--- config.mk ---
export PLATFORM = sky130hd
export DESIGN_NAME = app_mode_controller
export DESIGN_NICKNAME = d
export VERILOG_FILES = /design/src/rtl/app_mode_controller.sv
export SDC_FILE = /design/constraint.sdc
export NUM_CORES = 1
export LEC_CHECK = 0
export CAP_MARGIN = 10
export CORE_MARGIN = 1
export CORE_UTILIZATION = 35
export DETAILED_ROUTE_END_ITERATION = 10
export PLACE_DENSITY = 0.64
export SYNTH_ARGS = -nofsm -noshare
export SYNTH_HDL_FRONTEND = slang
export SYNTH_SLANG_ARGS = --single-unit
--- constraint.sdc ---
create_clock -name clk -period 1.6 [get_ports clk]
set_clock_uncertainty 0.05 [all_clocks]
set_input_delay 0.32 -clock clk [delete_from_list [all_inputs] [get_ports clk]]
set_output_delay 0.32 -clock clk [all_outputs]
set_load 0.03 [all_outputs]
--- src/rtl/app_mode_controller.sv ---
// app_mode_controller: button front-end, application select and timer alarm sequencer.
// Latency: raw button rise sampled at edge N gives an output pulse during cycle N+3.
//   A mode pulse moves sel one cycle after the pulse.
// Backpressure: none. Pulses are fire-and-forget, and in ALERT the first pulse is consumed.
// Optional feature macro: AUTO_SWITCH_EN. When it is defined, a timer finishing while another
//   app is selected switches to the timer app and rings straight away, with no ALERT blink.
module app_mode_controller #(
  parameter int NUM_APPS  = 3,   // selectable apps, legal 2..4
  parameter int TIMER_SEL = 2,   // sel code of the countdown timer app
  parameter int BLINK_DIV = 50   // cycles per alarm half-period while in ALERT (min 1)
) (
  input  logic       clk,
  input  logic       reset,
  input  logic       btn_mode_i,
  input  logic       btn_inc_i,
  input  logic       btn_dec_i,
  input  logic       btn_state_i,
  input  logic       btn_start_i,
  input  logic       timer_done_i,
  output logic [1:0] sel_o,
  output logic       inc_o,
  output logic       dec_o,
  output logic       state_o,
  output logic       start_o,
  output logic       alarm_o
);

  // Bit positions of the buttons inside the packed button vectors.
  localparam int BTN_MODE  = 4;
  localparam int BTN_INC   = 3;
  localparam int BTN_DEC   = 2;
  localparam int BTN_STATE = 1;
  localparam int BTN_START = 0;

  localparam logic [1:0] SEL_LAST  = 2'(NUM_APPS - 1);
  localparam logic [1:0] SEL_TIMER = 2'(TIMER_SEL);

  localparam int              CNT_W    = (BLINK_DIV > 1) ? $clog2(BLINK_DIV) : 1;
  localparam logic [CNT_W-1:0] CNT_LAST = CNT_W'(BLINK_DIV - 1);

  typedef enum logic [1:0] {
    ST_NORMAL  = 2'd0,
    ST_ALERT   = 2'd1,
    ST_RINGING = 2'd2
  } state_t;

  logic [4:0] btn_raw;
  logic [4:0] sync1_q;
  logic [4:0] sync2_q;
  logic [4:0] prev_q;
  logic [4:0] pulse_q;
  logic       done_q;

  state_t           state_q, state_d;
  logic [1:0]       sel_q, sel_d;
  logic [CNT_W-1:0] blink_cnt_q, blink_cnt_d;
  logic             blink_ph_q, blink_ph_d;

  logic       mode_p;
  logic       any_p;
  logic       done_rise;
  logic [1:0] sel_step;
  logic       fwd_en;
  logic       alarm_d;

  assign btn_raw = {btn_mode_i, btn_inc_i, btn_dec_i, btn_state_i, btn_start_i};

  // Two-flop synchroniser followed by a registered rising-edge detector for every button.
  always_ff @(posedge clk or posedge reset) begin
    if (reset) begin
      sync1_q <= '0;
      sync2_q <= '0;
      prev_q  <= '0;
      pulse_q <= '0;
    end else begin
      sync1_q <= btn_raw;
      sync2_q <= sync1_q;
      prev_q  <= sync2_q;
      pulse_q <= sync2_q & ~prev_q;
    end
  end

  // Delayed copy of timer_done, used to find its rising edge.
  always_ff @(posedge clk or posedge reset) begin
    if (reset) begin
      done_q <= 1'b0;
    end else begin
      done_q <= timer_done_i;
    end
  end

  assign mode_p    = pulse_q[BTN_MODE];
  assign any_p     = |pulse_q;
  assign done_rise = timer_done_i & ~done_q;
  assign sel_step  = (sel_q == SEL_LAST) ? 2'd0 : sel_q + 2'd1;

  // FSM, select and blink state registers.
  always_ff @(posedge clk or posedge reset) begin
    if (reset) begin
      state_q     <= ST_NORMAL;
      sel_q       <= 2'd0;
      blink_cnt_q <= '0;
      blink_ph_q  <= 1'b0;
    end else begin
      state_q     <= state_d;
      sel_q       <= sel_d;
      blink_cnt_q <= blink_cnt_d;
      blink_ph_q  <= blink_ph_d;
    end
  end

  // Next state, select update, blink timing and the pulse-forwarding gate.
  always_comb begin
    state_d     = state_q;
    sel_d       = sel_q;
    blink_cnt_d = '0;
    blink_ph_d  = 1'b0;
    fwd_en      = 1'b1;
    alarm_d     = 1'b0;

    case (state_q)
      ST_NORMAL: begin
        if (mode_p) begin
          sel_d = sel_step;
        end
        // The alarm decision looks at the select value from before any mode step in this cycle.
        if (done_rise) begin
          if (sel_q == SEL_TIMER) begin
            state_d = ST_RINGING;
          end else begin
`ifdef AUTO_SWITCH_EN
            sel_d   = SEL_TIMER;
            state_d = ST_RINGING;
`else
            state_d = ST_ALERT;
`endif
          end
        end
      end

      ST_ALERT: begin
        // Buttons are swallowed here: the first press only acknowledges the alarm.
        fwd_en  = 1'b0;
        alarm_d = ~blink_ph_q;
        if (blink_cnt_q == CNT_LAST) begin
          blink_cnt_d = '0;
          blink_ph_d  = ~blink_ph_q;
        end else begin
          blink_cnt_d = blink_cnt_q + CNT_W'(1);
          blink_ph_d  = blink_ph_q;
        end
        if (!timer_done_i) begin
          state_d     = ST_NORMAL;
          blink_cnt_d = '0;
          blink_ph_d  = 1'b0;
        end else if (any_p) begin
          sel_d       = SEL_TIMER;
          state_d     = ST_RINGING;
          blink_cnt_d = '0;
          blink_ph_d  = 1'b0;
        end
      end

      ST_RINGING: begin
        alarm_d = 1'b1;
        if (mode_p) begin
          sel_d = sel_step;
        end
        if (!timer_done_i) begin
          state_d = ST_NORMAL;
        end else if (mode_p && (sel_q == SEL_TIMER) && (sel_step != SEL_TIMER)) begin
`ifdef AUTO_SWITCH_EN
          state_d = ST_RINGING;
`else
          // User walked away from the still-ringing timer: nag with the blinking alarm.
          state_d = ST_ALERT;
`endif
        end
      end

      default: begin
        state_d = ST_NORMAL;
      end
    endcase
  end

  // Mode has priority: any other pulse landing in the same cycle as a mode pulse is dropped.
  always_comb begin
    inc_o   = fwd_en & ~mode_p & pulse_q[BTN_INC];
    dec_o   = fwd_en & ~mode_p & pulse_q[BTN_DEC];
    state_o = fwd_en & ~mode_p & pulse_q[BTN_STATE];
    start_o = fwd_en & ~mode_p & pulse_q[BTN_START];
  end

  assign sel_o   = sel_q;
  assign alarm_o = alarm_d;

endmodule
==> results.sh, run 1 <==
export IMPL_status="finished, violations left"
export IMPL_violations="setup timing"
export IMPL_grt_max_degree=33
export IMPL_yosysWarnings=0
export IMPL_pwr_share_comb=0.396
export IMPL_routed_via_density=4.49
export IMPL_gr_total_overflow=0
export IMPL_p_leak_nw=0.755
export IMPL_wl_per_cell_um=10.7
export IMPL_fin_ws_ns=-0.162
export IMPL_synth_top_family_by_area="simple AND/OR/NAND/NOR gates"
export IMPL_synthCells=97
export IMPL_clk_pin_slew_ns=0.09
export IMPL_vias=782
export IMPL_power_density_nw_per_um2=1410
export IMPL_synth_mux_area_frac=0.0383
export IMPL_p_int_mw=1.56
export IMPL_critical_path_peak_fanout=5
export IMPL_clk_latency_ns=0.32
export IMPL_fp_dieArea_um2=3780
export IMPL_sw_frac_of_total=0.326
export IMPL_reg2reg_to="sel_o[1]"
export IMPL_synth_top_area_frac=0.646
export IMPL_hp_class="flip-flop to flip-flop"
export IMPL_fin_crit_sh=1.10
export IMPL_fin_crit_ns=1.76
export IMPL_cp_required_ns=1.23
export IMPL_core_rowCount=21
export IMPL_gp_congestion=0.859
export IMPL_path_class="flip-flop to output pin"
export IMPL_cts_path_max_buffers=2
export IMPL_pwr_share_clk=0.201
export IMPL_synth_seq_cells=32
export IMPL_synth_area_leaders="dfrtp_1, ha_1, nor2_1"
export IMPL_grt_pass1_wl_um=3420
export IMPL_drt_first_pass_iters=4
export IMPL_syn_area_um2=1240
export IMPL_yosys_most_used_dff="dfrtp_1"
export IMPL_hold_ws_ns=0.305
export IMPL_slew_viol_final=0
export IMPL_r2r_slack_ns=0.02
export IMPL_antenna_found_initial=0
export IMPL_clock_sinks=32
export IMPL_seqPwrFrac=0.403
export IMPL_worst_ep_arrival_time_ns=1.39
export IMPL_num_nets_final=141
export IMPL_hold_depth=0
export IMPL_cts_buffers=5
export IMPL_setup_tns_ns=-0.531
export IMPL_core_um2=3360
export IMPL_synth_xor_area_share=0.0353
export IMPL_min_to="sync2_q[1]"
export IMPL_initialDrtViolationCount=43
export IMPL_cts_htree_levels=2
export IMPL_ir_drop_v=0.000600
export IMPL_track_usage=0.128
export IMPL_tightestPinTransition_ns=0.394
export IMPL_dp_cells=164
export IMPL_area_growth_pct=32.2
export IMPL_slew_headroom=0.737
export IMPL_drc=0
export IMPL_die_y_um=61.5
export IMPL_drv_cap=0
export IMPL_ctsRootBufferMaster="clkbuf_4"
export IMPL_crit_path_end_kind="output pin"
export IMPL_ant_nets=0
export IMPL_die_w_um=61.5
export IMPL_synth_compound_area_frac=0.0505
export IMPL_final_cells=174
export IMPL_first_global_vias=829
export IMPL_place_area_um2=1480
export IMPL_drive_above_1_share=0.289
export IMPL_finalHoldViolCount=0
export IMPL_synth_simple_gate_area_frac=0.148
export IMPL_yosys_cell_types_count=24
export IMPL_cts_tree="yes"
export IMPL_syn_area_per_cell_um2=12.8
export IMPL_fin_area_um2=1640
export IMPL_pin_count=15
export IMPL_regToRegStartpoint="state_q[0]"
export IMPL_synth_fa_ha_area_frac=0.0605
export IMPL_diodes=0
export IMPL_synth_edf_count=0
export IMPL_hpwl_um=1290
export IMPL_r2r_cells=6
export IMPL_dp_slack_ns=-0.0664
export IMPL_worstHoldStart="sync1_q[1]"
export IMPL_nFillCells=322
export IMPL_ys_seq_area_frac=0.646
export IMPL_initial_utilization=0.369
export IMPL_rsz0062_at_grt="true"
export IMPL_netSwitchingPower_mw=0.756
export IMPL_max_freq_mhz=567
export IMPL_wirelength_um=1860
export IMPL_setup_viol=5
export IMPL_async_flop_share=1.00
export IMPL_portBuffers=14
export IMPL_worstSetupStartpointType="flip-flop"
export IMPL_syn_num_nets=111
export IMPL_synth_area_leader_cell="dfrtp_1"
-- cell usage in the layout (no fill, tap or decap), types with 2 or more instances in the layout --
cell type and n:
xnor2_1 2, and2_4 4, clkdlybuf4s50_1 7, o21ai_0 2, dlygate4sd2_1 2, xor2_1 3
ha_1 3, inv_1 5, clkbuf_4 5, mux2_1 2, clkinv_2 2, nor2b_1 6
ha_4 3, buf_6 6, nand3_1 3, nand2_1 2, dfrtp_1 32, nor2_1 12
buf_4 8
-- registers in the layout, indices dropped and copies added, names as in the netlist --
name and cells:
prev_q 5, state_q 2, sync2_q 5, blink_cnt_q 6, done_q 1, sync1_q 5, sel_o 2, blink_ph_q 1
pulse_q 5
-- synthesized netlist by cell type, types with 2 or more instances --
cell     number
nand2_1       2
ha_1          6
nor2_1       13
and2_1        4
nand3_1       4
dfrtp_1      32
o21ai_0       3
nor2b_1       7
xnor2_1       2
mux2_1        2
inv_1         7
xor2_1        3
-- power by group through the flow --
stage	Sequential, mW	Combinational (mW)	Clock, mW
2_1_floorplan	1.00	0.416	0
3_3_place_gp	0.937	0.729	0
3_5_place_dp	0.943	0.746	0
4_1_cts	0.936	0.894	0.487
5_1_grt	0.947	1.01	0.535
6_report	0.935	0.917	0.466
-- per-layer routing --
metal  wire length [µm]  global-route usage  vias to the layer above
met3                 96              0.0504                        2
met4                 10              0.0476                        0
li1                   -                   -                      379
met2                944               0.215                       18
met5                  0                   0                        -
met1                812               0.147                      383
-- what timing repair did --
action / in CTS / in global routing
resized for setup: 23 / 2
endpoints found under the hold margin: 0 / 0
hold buffers: 0 / 0
buffers inserted: 1 / 1
endpoints found under the setup margin: 10 / 9
pin swaps: 5 / 2
-- cells by family after synthesis --
family                     count (synthesis)
buffers and inverters                      7
and+or+nand+nor                           34
muxes                                      4
xor gates and xnor gates                   5
DFF                                       32
AOI/OAI and AO/OA                          9
adders and majority gates                  6
-- layout make-up --
cell class | count | area, µm² | share of cell area
Timing Repair Buffer | 23 | 215 | 0.131
Multi-Input combinational cell | 58 | 475 | 0.290
Inverter | 7 | 28.8 | 0.0176
Clock inverter | 2 | 10.0 | 0.00611
Tap cell | 46 | 57.6 | 0.0351
Sequential cell | 32 | 801 | 0.489
Clock buffer | 6 | 51.3 | 0.0313
-- worst max-delay path, cell delays in order, from the launching register on --
cell and delay, ns:
dfrtp_1 0.43, ha_4 0.20, nor2b_1 0.13, o21a_1 0.19, buf_6 0.13
-- per-stage QoR --
stage                     utilization  power, mW
after floorplan                     -       1.42
after global placement          0.439       1.67
after detailed placement        0.439       1.69
after CTS                       0.484       2.32
after global routing            0.487       2.49
final                           0.487       2.32
-- worst max-delay path by stage --
stage,end,start,cells past startpoint
floorplan,sel_o[1],state_q[1],5
global placement,sel_o[1],timer_done_i,4
detailed placement,sel_o[1],timer_done_i,4
CTS,alarm_o,state_q[1],5
global route,alarm_o,state_q[0],5
finish,alarm_o,state_q[0],4
Power figures use the tool's default switching activity.
==> run 2, diff against run 1 <==
--- a/config.mk
+++ b/config.mk
@@ -10,6 +10,7 @@
 export CORE_UTILIZATION = 35
 export DETAILED_ROUTE_END_ITERATION = 10
 export PLACE_DENSITY = 0.64
+export SLEW_MARGIN = 30
 export SYNTH_ARGS = -nofsm -noshare
 export SYNTH_HDL_FRONTEND = slang
 export SYNTH_SLANG_ARGS = --single-unit
==> results of run 2 <==
The final DEF is identical to that of run 1; final timing and power are the same.
==> run 3, diff against run 2 <==
--- a/config.mk
+++ b/config.mk
@@ -5,7 +5,6 @@
 export SDC_FILE = /design/constraint.sdc
 export NUM_CORES = 1
 export LEC_CHECK = 0
-export CAP_MARGIN = 10
 export CORE_MARGIN = 1
 export CORE_UTILIZATION = 35
 export DETAILED_ROUTE_END_ITERATION = 10
==> constraint.sdc (replaced) <==
create_clock -name clk -period 1.5 [get_ports clk]
set_clock_uncertainty 0.05 [all_clocks]
set_input_delay 0.3 -clock clk [delete_from_list [all_inputs] [get_ports clk]]
set_output_delay 0.3 -clock clk [all_outputs]
set_load 0.03 [all_outputs]
==> results.sh, run 3 (same netlist as run 1, synthesis figures left out) <==
export IMPL_layout_commonest_cell="dfrtp_1"
export IMPL_setup_viol=15
export IMPL_clk_pin_slew_ns=0.11
export IMPL_finalHoldViolCount=0
export IMPL_final_cell_mix="dfrtp_1, buf_4, clkdlybuf4s50_1"
export IMPL_portBuffers=14
export IMPL_tightestPinTransition_ns=0.387
export IMPL_pin_count=15
export IMPL_diodes=0
export IMPL_worstSetupStartpointType="flip-flop"
export IMPL_core_um2=3360
export IMPL_first_global_vias=764
export IMPL_clock_sinks=32
export IMPL_initialDrtViolationCount=36
export IMPL_slew_headroom=0.740
export IMPL_dp_slack_ns=-0.183
export IMPL_wl_per_cell_um=11.1
export IMPL_crit_path_end_kind="output pin"
export IMPL_fin_crit_ns=1.74
export IMPL_cp_cell_sequence="ha_4 -> nor2_2 -> and2_1 -> buf_4"
export IMPL_pwr_share_comb=0.417
export IMPL_rsz0062_at_grt="true"
export IMPL_drv_cap=0
export IMPL_drive_above_1_share=0.352
export IMPL_cts_hold_buf=0
export IMPL_fin_crit_sh=1.16
export IMPL_critical_path_peak_fanout=4
export IMPL_max_freq_mhz=576
export IMPL_top_register="blink_cnt_q"
export IMPL_cp_required_ns=1.15
export IMPL_p_leak_nw=0.755
export IMPL_num_nets_final=141
export IMPL_cpMaxStageDelayCell="dfrtp_1"
export IMPL_sw_frac_of_total=0.338
export IMPL_cpPeakStageDelay_ns=0.44
export IMPL_status="finished, violations left"
export IMPL_drc=0
export IMPL_pwr_share_clk=0.186
export IMPL_power_density_nw_per_um2=1500
export IMPL_fin_ws_ns=-0.235
export IMPL_area_growth_pct=34.7
export IMPL_antenna_found_initial=0
export IMPL_violations="setup timing"
export IMPL_path_class="flip-flop to output pin"
export IMPL_cts_path_max_buffers=2
export IMPL_wirelength_um=1930
export IMPL_ir_drop_v=0.000558
export IMPL_routed_via_density=4.48
export IMPL_ant_nets=0
export IMPL_gr_total_overflow=0
export IMPL_die_y_um=61.5
export IMPL_cts_buffers=5
export IMPL_vias=780
export IMPL_seqPwrFrac=0.397
export IMPL_cts_htree_levels=2
export IMPL_initial_utilization=0.369
export IMPL_track_usage=0.130
export IMPL_cts_tree="yes"
export IMPL_worst_ep_arrival_time_ns=1.39
export IMPL_hp_class="primary input to async pin"
export IMPL_ctsRootBufferMaster="clkbuf_4"
export IMPL_setup_tns_ns=-2.03
export IMPL_largest_register_ffs=6
export IMPL_gp_congestion=0.827
export IMPL_netSwitchingPower_mw=0.849
export IMPL_core_rowCount=21
export IMPL_slew_viol_final=0
export IMPL_clk_latency_ns=0.33
export IMPL_grt_pass1_wl_um=3280
export IMPL_drt_first_pass_iters=4
export IMPL_grt_max_degree=33
export IMPL_fp_dieArea_um2=3780
export IMPL_hpwl_um=1280
export IMPL_die_w_um=61.5
export IMPL_p_int_mw=1.66
==> run 3: changes by cell type in the layout (fill, tap and decap cells not counted), sizes merged <==
cell | previous run | this run
clkinv | 2 | 3
dlygate4sd2 | 2 | 0
clkbuf | 6 | 7
==> run 3: routing by layer <==
metal  GRT usage  part of all wire  routed length (µm)
met5           0                 0                   0
met4      0.0667            0.0093                  18
met3      0.0756             0.061                 118
met2       0.212              0.53                1020
met1       0.131              0.40                 774
==> run 3: cell type report <==
cell class              instances  area [µm²]
fillers                       336        1690
flip-flops and latches         32         801
multi-input cells              58         520
repair buffers                 23         209
well taps                      46        57.6
clock buffers                   5        37.5
inverters                       7        26.3
clock inverters                 3        18.8
==> run 3: worst paths after layout <==
kind	endpoint	startpoint	cells after the start	slack, ns
worst max-delay path	start_o	state_q[0]	4	-0.24
worst min-delay path	prev_q[1]	reset	3	0.24
worst max register to register	sel_o[1]	state_q[0]	5	-0.19
worst min register to register	sync2_q[4]	sync1_q[4]	0	0.31
max in group asynchronous	blink_cnt_q[4]	reset	3	0.99
min in group clk	sync2_q[4]	sync1_q[4]	0	0.31
==> run 3: worst max-delay path, delay by kind of cell, from the launching register on <==
kind,cells,cell delay (ns)
and+or+nand+nor,2,0.28
buffers and inverters,1,0.16
DFF,1,0.44
adders and majority gates,1,0.19
==> run 3: power by group through the flow <==
stage / Clock [mW] / Combinational (mW) / Sequential, mW
finish: 0.468 / 1.05 / 0.997
global route: 0.550 / 1.14 / 1.01
CTS: 0.496 / 0.989 / 0.998
detailed placement: 0 / 0.838 / 1.01
global placement: 0 / 0.816 / 1.00
floorplan: 0 / 0.465 / 1.07
==> run 3: through the flow <==
stage          utilization  power, mW  cell area, µm²  cells  hold slack (ns)
4_1_cts              0.488       2.48            1640    174            0.233
3_5_place_dp         0.450       1.85            1510    165            0.286
6_report             0.497       2.51            1670    174            0.240
2_1_floorplan            -       1.53            1250     97            0.281
3_3_place_gp         0.450       1.82            1510    165            0.283
5_1_grt              0.497       2.70            1670    174            0.246
==> run 3: timing repair <==
action	4_1_cts	5_1_grt
setup buffers	1	0
pin swaps	7	2
gates resized for setup	16	13
cloned	0	0
endpoints found under the setup margin	17	17
